--- src/rtl/id_ex_stage.sv ---
// id_ex_stage: ID/EX pipeline register for the 5-stage MIPS pipeline.
// Captures decoded control, register numbers and operands from ID, detects
// load-use hazards against the instruction currently in EX, inserts bubbles
// on flush/stall and counts both kinds of event with saturating counters.
// Optional feature macro: ID_EX_LOAD_USE_EN enables load-use detection;
// when undefined, stall is constant 0 and software supplies the NOPs.
module id_ex_stage #(
    parameter int DATA_W = 32,
    parameter int CNT_W  = 16
) (
    input  logic              clk,
    input  logic              rst,
    input  logic              id_valid,
    input  logic [4:0]        id_rs,
    input  logic [4:0]        id_rt,
    input  logic [4:0]        id_rd,
    input  logic              id_reg_dst,
    input  logic              id_uses_rt,
    input  logic              id_reg_write,
    input  logic              id_mem_read,
    input  logic              id_mem_write,
    input  logic              id_mem_to_reg,
    input  logic              id_alu_src,
    input  logic [3:0]        id_alu_op,
    input  logic [DATA_W-1:0] id_rs_data,
    input  logic [DATA_W-1:0] id_rt_data,
    input  logic [DATA_W-1:0] id_imm,
    input  logic [DATA_W-1:0] id_pc4,
    input  logic              flush,
    input  logic              hold,
    output logic              ex_valid,
    output logic [4:0]        ex_rs,
    output logic [4:0]        ex_rt,
    output logic [4:0]        ex_dst,
    output logic              ex_reg_write,
    output logic              ex_mem_read,
    output logic              ex_mem_write,
    output logic              ex_mem_to_reg,
    output logic              ex_alu_src,
    output logic [3:0]        ex_alu_op,
    output logic [DATA_W-1:0] ex_rs_data,
    output logic [DATA_W-1:0] ex_rt_data,
    output logic [DATA_W-1:0] ex_imm,
    output logic [DATA_W-1:0] ex_pc4,
    output logic              stall,
    output logic [CNT_W-1:0]  stall_cnt,
    output logic [CNT_W-1:0]  flush_cnt
);

    logic       lu;
    logic [4:0] id_dst;
    logic       bubble;

    // Destination register is resolved in ID so the forwarding unit sees one field.
    assign id_dst = id_reg_dst ? id_rd : id_rt;

`ifdef ID_EX_LOAD_USE_EN
    // Load in EX whose destination is a source of the instruction in ID.
    always_comb begin
        lu = ex_valid & ex_mem_read & (ex_dst != 5'd0) & id_valid &
             ((ex_dst == id_rs) | (id_uses_rt & (ex_dst == id_rt)));
    end
`else
    logic unused_uses_rt;
    assign unused_uses_rt = id_uses_rt;

    // Detection disabled: the compiler is trusted to separate loads from uses.
    always_comb begin
        lu = 1'b0;
    end
`endif

    // A taken flush or a global hold always overrides the load-use stall.
    assign stall  = lu & ~flush & ~hold;
    assign bubble = flush | stall;

    // EX register: reset, hold, bubble or capture, in that priority.
    always_ff @(posedge clk) begin
        if (rst || (!hold && bubble)) begin
            ex_valid      <= 1'b0;
            ex_rs         <= 5'd0;
            ex_rt         <= 5'd0;
            ex_dst        <= 5'd0;
            ex_reg_write  <= 1'b0;
            ex_mem_read   <= 1'b0;
            ex_mem_write  <= 1'b0;
            ex_mem_to_reg <= 1'b0;
            ex_alu_src    <= 1'b0;
            ex_alu_op     <= 4'd0;
            ex_rs_data    <= '0;
            ex_rt_data    <= '0;
            ex_imm        <= '0;
            ex_pc4        <= '0;
        end else if (!hold) begin
            ex_valid      <= id_valid;
            ex_rs         <= id_rs;
            ex_rt         <= id_rt;
            ex_dst        <= id_dst;
            ex_reg_write  <= id_valid & id_reg_write;
            ex_mem_read   <= id_valid & id_mem_read;
            ex_mem_write  <= id_valid & id_mem_write;
            ex_mem_to_reg <= id_mem_to_reg;
            ex_alu_src    <= id_alu_src;
            ex_alu_op     <= id_alu_op;
            ex_rs_data    <= id_rs_data;
            ex_rt_data    <= id_rt_data;
            ex_imm        <= id_imm;
            ex_pc4        <= id_pc4;
        end
    end

    // Event counters: index 0 counts stalls, index 1 counts flushes.
    logic [1:0]       evt;
    logic [CNT_W-1:0] cnt_reg  [2];
    logic [CNT_W-1:0] cnt_next [2];

    assign evt[0] = stall;
    assign evt[1] = flush & ~hold;

    generate
        for (genvar gi = 0; gi < 2; gi++) begin : g_cnt
            // Saturating increment: stick at all-ones instead of wrapping.
            always_comb begin
                cnt_next[gi] = cnt_reg[gi];
                if (evt[gi] && !(&cnt_reg[gi])) begin
                    cnt_next[gi] = cnt_reg[gi] + 1'b1;
                end
            end

            // Counter register with synchronous clear.
            always_ff @(posedge clk) begin
                if (rst) begin
                    cnt_reg[gi] <= '0;
                end else begin
                    cnt_reg[gi] <= cnt_next[gi];
                end
            end
        end
    endgenerate

    assign stall_cnt = cnt_reg[0];
    assign flush_cnt = cnt_reg[1];

endmodule
--- config.mk ---
export PLATFORM = sky130hd
export DESIGN_NAME = id_ex_stage
export DESIGN_NICKNAME = d
export VERILOG_FILES = /design/src/rtl/id_ex_stage.sv
export SDC_FILE = /design/constraint.sdc
export NUM_CORES = 1
export LEC_CHECK = 0
export BUFFER_PORTS_ARGS = -buffer_cell sky130_fd_sc_hd__buf_2
export CAP_MARGIN = 40
export CORE_AREA = 3 3 134 136
export DETAILED_ROUTE_END_ITERATION = 12
export DIE_AREA = 0 0 137 139
export PLACE_DENSITY_LB_ADDON = 0.15
export SYNTH_ARGS = -nofsm -noshare
export SYNTH_HDL_FRONTEND = slang
export SYNTH_SLANG_ARGS = --single-unit
--- constraint.sdc ---
create_clock -name clk -period 2.14 [get_ports clk]
set_clock_uncertainty 0.15 [all_clocks]
set_input_delay 0.321 -clock clk [delete_from_list [all_inputs] [get_ports clk]]
set_output_delay 0.321 -clock clk [all_outputs]
set_load 0.01 [all_outputs]
; ---- Word-level counts from Yosys, hierarchy flattened
; Memories as Yosys holds them, arrays and structs flattened.
; Index checks and enable logic that the tools add are counted.
[totals]
mem_count = 1
ff_bits = 153
output_inout_bits = 186
mem_bits_rw = 32
[mem_list]
columns = name, depth, word_bits, rd, rd_ports_with_merged_regs, wr, line_no
row1 = cnt_reg, 2, 16, 2, 0, 2, 114  ; logic [CNT_W-1:0] cnt_reg [2];
[classes]
n_bitwise = 7
n_reduce_logical = 6
n_mux = 7
n_addsub = 1
[op_table]
columns = op, count
row1 = two-way mux 16 bit, 3
row2 = adder 16 x 1 -> 16 bit (second input constant), 1
row3 = AND reduction 16 bit, 1
row4 = two-way mux 5 bit, 1
row5 = AND 1 bit, 4
row6 = two-way mux 1 bit, 3
row7 = logical AND 1 bit, 2
row8 = zero test 1 bit, 2
row9 = OR 1 bit, 2
row10 = logical OR 1 bit, 1
row11 = inverter 1 bit, 1

; ---- Longest topological paths before layout
; An unclocked memory read counts as a cell.
[logic_depth]
word_depth = 6
depth_mapped = 6
depth_no_buf = 5

; ---- Worst setup path before layout
; Ideal clock, no wire load.
[synth_timing]
path_type = input port to flip-flop
start = input hold
end = memory cnt_reg[1][13]
arrival_ns = 1.636
setup_slack_ns = 0.233
t_required_ns = 1.869
stages = 5
path_cell_list = buf_2 and4b_1 nand4_2 a2111oi_2 mux2_2
[synth_rtl]
columns = item, line_no
row1 = from (decl), 30  ; input logic hold,
row2 = to (decl), 114

==> reports/summary.txt <==
OUTCOME
--------------------------------------------------------------------------------------
Status                                                                    finished clean

PLACE
--------------------------------------------------------------------------------------
DPL Wire Length                                                                12.8 mm
Weighted congestion reported at the end of routability-driven placement          0.780
Buffers added on ports                                                             326

WORST SETUP PATH
--------------------------------------------------------------------------------------
Max Fanout on Critical Path                                                          8
Signal arrival time at the worst endpoint                                      2.04 ns
Type of element capturing the critical path                                       flop
Startpoint type of the worst setup path                                           flop
Data required, critical path                                                   2.29 ns
Crit path kind                                                              reg -> reg

SYNTH
--------------------------------------------------------------------------------------
Flops & latches, synth                                                             169
Mapped Cells                                                                       623
Mean cell area of the mapped netlist                                         10.2 um^2
Distinct cell type count after synthesis                                            34
Number of synthesized flops with an enable pin                                       0
Leading register cell type out of synthesis                                    dfxtp_1
Yosys warning count                                                                  0
Sequential-to-total area share from yosys stat                                   53.2%
Synth async-reset ratio                                                             0%
Synthesized area                                                             6350 um^2

GRT
--------------------------------------------------------------------------------------
Pin count of the biggest net entering global routing                                82
Via count of the first global-routing pass                                        6140
Overall Global Routing Usage                                                     19.9%
Total gr overflow                                                                    0
Wire length of the first global-routing pass                                   30.6 mm
Number of antenna violations at the first check in global routing                    0

FLOORPLAN
--------------------------------------------------------------------------------------
Effective utilization at floorplan                                               37.3%
Count of pins on the block boundary                                                345
Die height                                                                      139 um
CORE AREA                                                                   17100 um^2
Die Area                                                                    19000 um^2
Die Wd                                                                          137 um
Placement row count                                                                 48

FINAL LAYOUT
--------------------------------------------------------------------------------------
Relative area change from synthesis to final layout                              62.1%
Most used cells in the layout excluding fill and tap cells                buf_2, dfxtp_1, nor2_1
Nets@finish                                                                       1250
Most frequent standard cell in the layout excluding fill and tap cells           buf_2
Number of inserted filler cells in the final layout                               1477
ANT cells                                                                            0
Final standard cell utilization of the core                                      60.4%
Fraction of final layout cells sized beyond drive strength 1                     34.8%

PWR
--------------------------------------------------------------------------------------
PD cells                                                                   704 nW/um^2
Power, Total                                                                 0.00725 W
Fraction of power consumed by the clock network                                  38.7%
Worst vdd rail ir drop                                                        0.530 mV
Total leakage power                                                            5.25 nW
Net Sw Power                                                                 0.00176 W
Reg power frac                                                                   46.4%
Combinational fraction of design power                                           14.9%
Cell Int Power                                                               0.00549 W
Switching Share                                                                  24.3%

TIMING
--------------------------------------------------------------------------------------
Maximum frequency from static timing analysis                                  528 MHz
Count of pins over their slew limit                                                  0
Total setup violations reported at the end of the flow                               0
Least-Margin Pin Slew                                                         0.642 ns
Clock period minus final worst setup slack                                     1.89 ns
TNS Setup                                                                         0 ns
Max transition margin                                                            56.8%
Unrepaired setup endpoints after global routing                                  false
Final Hold Vio Count                                                                 0
Final cycle utilization of the critical path                                     88.4%

MIN PATH
--------------------------------------------------------------------------------------
Class of the tightest hold or removal check                                  in -> reg

CLOCK TREE
--------------------------------------------------------------------------------------
Setup fix buffers added after clock tree synthesis                                   0
H-Tree Depth                                                                         4
Clock latency on the worst-skew pair                                           0.41 ns
Count of hold buffers inserted by post-cts repair                                  142
Buffer type at the clock tree root                                           clkbuf_16
CTS tree                                                                           yes
CTS clk-pin slew, worst paths                                                  0.06 ns
Clock sinks                                                                        169
Maximum count of clock buffers along a single path                                   2
Number of gates resized after CTS                                                    0
Inserted Clock Buffers                                                              17

DETAILED ROUTING
--------------------------------------------------------------------------------------
Total Wirelength                                                               19.4 mm
Count of antenna-violating nets left after detailed routing                          0
Post-route DRC                                                                       0
Routed via count divided by cell count                                            4.51
Routed WL per cell                                                             14.6 um
Drt first-iter violations                                                          216
Via count                                                                         5976
Detailed Routing Iterations Pass 1                                                   4

RUN
--------------------------------------------------------------------------------------
Reported max-cap violation count                                                     0

metrics by stage:
step / setup WS (ns) / hold WS (ns) / cell area (um^2) / cells
after floorplan: 0.233 / 0.315 / 6410 / 639
after global placement: 0.172 / 0.315 / 8350 / 1154
after detailed placement: 0.163 / 0.325 / 8350 / 1154
after CTS: 0.225 / 0.000529 / 10300 / 1324
after global routing: 0.0855 / 0.0245 / 10300 / 1324
final: 0.247 / 0.0149 / 10300 / 1324
worst paths after layout:
kind | slack (ns) | endpoint | cells after the start | startpoint
min reg2reg | 0.34 | ex_dst[2] | 2 | ex_dst[2]
max | 0.25 | cnt_reg[1][13] | 4 | cnt_reg[1][2]
max reg2reg | 0.25 | cnt_reg[1][13] | 4 | cnt_reg[1][2]
min | 0.01 | ex_rs_data[24] | 3 | id_rs_data[24]
synth_stat cells, types with 2 or more instances:
master	number	area share, %
a22oi_1	3	0.35
o41ai_1	3	0.41
clkbuf_1	25	1.5
nor2b_1	5	0.49
mux2i_1	150	24
buf_2	11	0.87
nand2_1	7	0.41
o21ai_0	4	0.32
nand3_1	4	0.32
nand4_1	3	0.30
nor2_1	168	9.9
dfxtp_1	169	53
nor4_1	3	0.30
buf_4	17	2.0
o31ai_1	2	0.24
a21oi_1	14	1.1
a211oi_1	2	0.24
mux2_2	6	1.1
buf_1	2	0.12
inv_1	5	0.30
or3_1	4	0.39
or4_1	4	0.47
layout make-up:
type	count	area, um^2	area share, %
inverters	5	18.8	0.182
flip-flops and latches	169	3380	32.9
well taps	225	282	2.73
clock buffers	20	447	4.34
clock inverters	8	77.6	0.753
multi-input cells	410	2740	26.6
repair buffers	487	3350	32.6
kinds of logic (layout without fill, tap and decap cells):
logic type | Yosys count | in the layout | share of synthesized area [%]
AND/OR/NAND/NOR | 206 | 206 | 14.0
adder cells (fa/ha/maj) | 1 | 1 | 0.197
AO/OA/AOI/OAI | 30 | 30 | 3.03
multiplexers | 156 | 156 | 24.7
flip-flops | 169 | 169 | 53.2
other | 1 | 17 | 0.0590
buffers and inverters | 60 | 520 | 4.76
worst max-delay path: stages (launching register included):
cell and delay [ns]:
dfxtp_1 0.44, and4_1 0.28, nand4_2 0.18, a2111oi_2 0.38, mux2_2 0.37
per-layer routing:
layer | routed length, um | track usage (%) | part of all wire [%]
met2 | 9580 | 34.4 | 49
met3 | 1600 | 6.86 | 8.3
met4 | 441 | 7.14 | 2.3
met5 | 0 | 0 | 0
met1 | 7750 | 22.6 | 40
power by group through the flow:
stage	clock [W]	sequential, W	combinational, W
floorplan	0	0.00350	0.000395
detailed placement	0	0.00343	0.000865
global placement	0	0.00343	0.000860
CTS	0.00290	0.00336	0.00107
global route	0.00299	0.00338	0.00118
finish	0.00281	0.00336	0.00108
No activity file was read; power rests on OpenSTA's default activity.
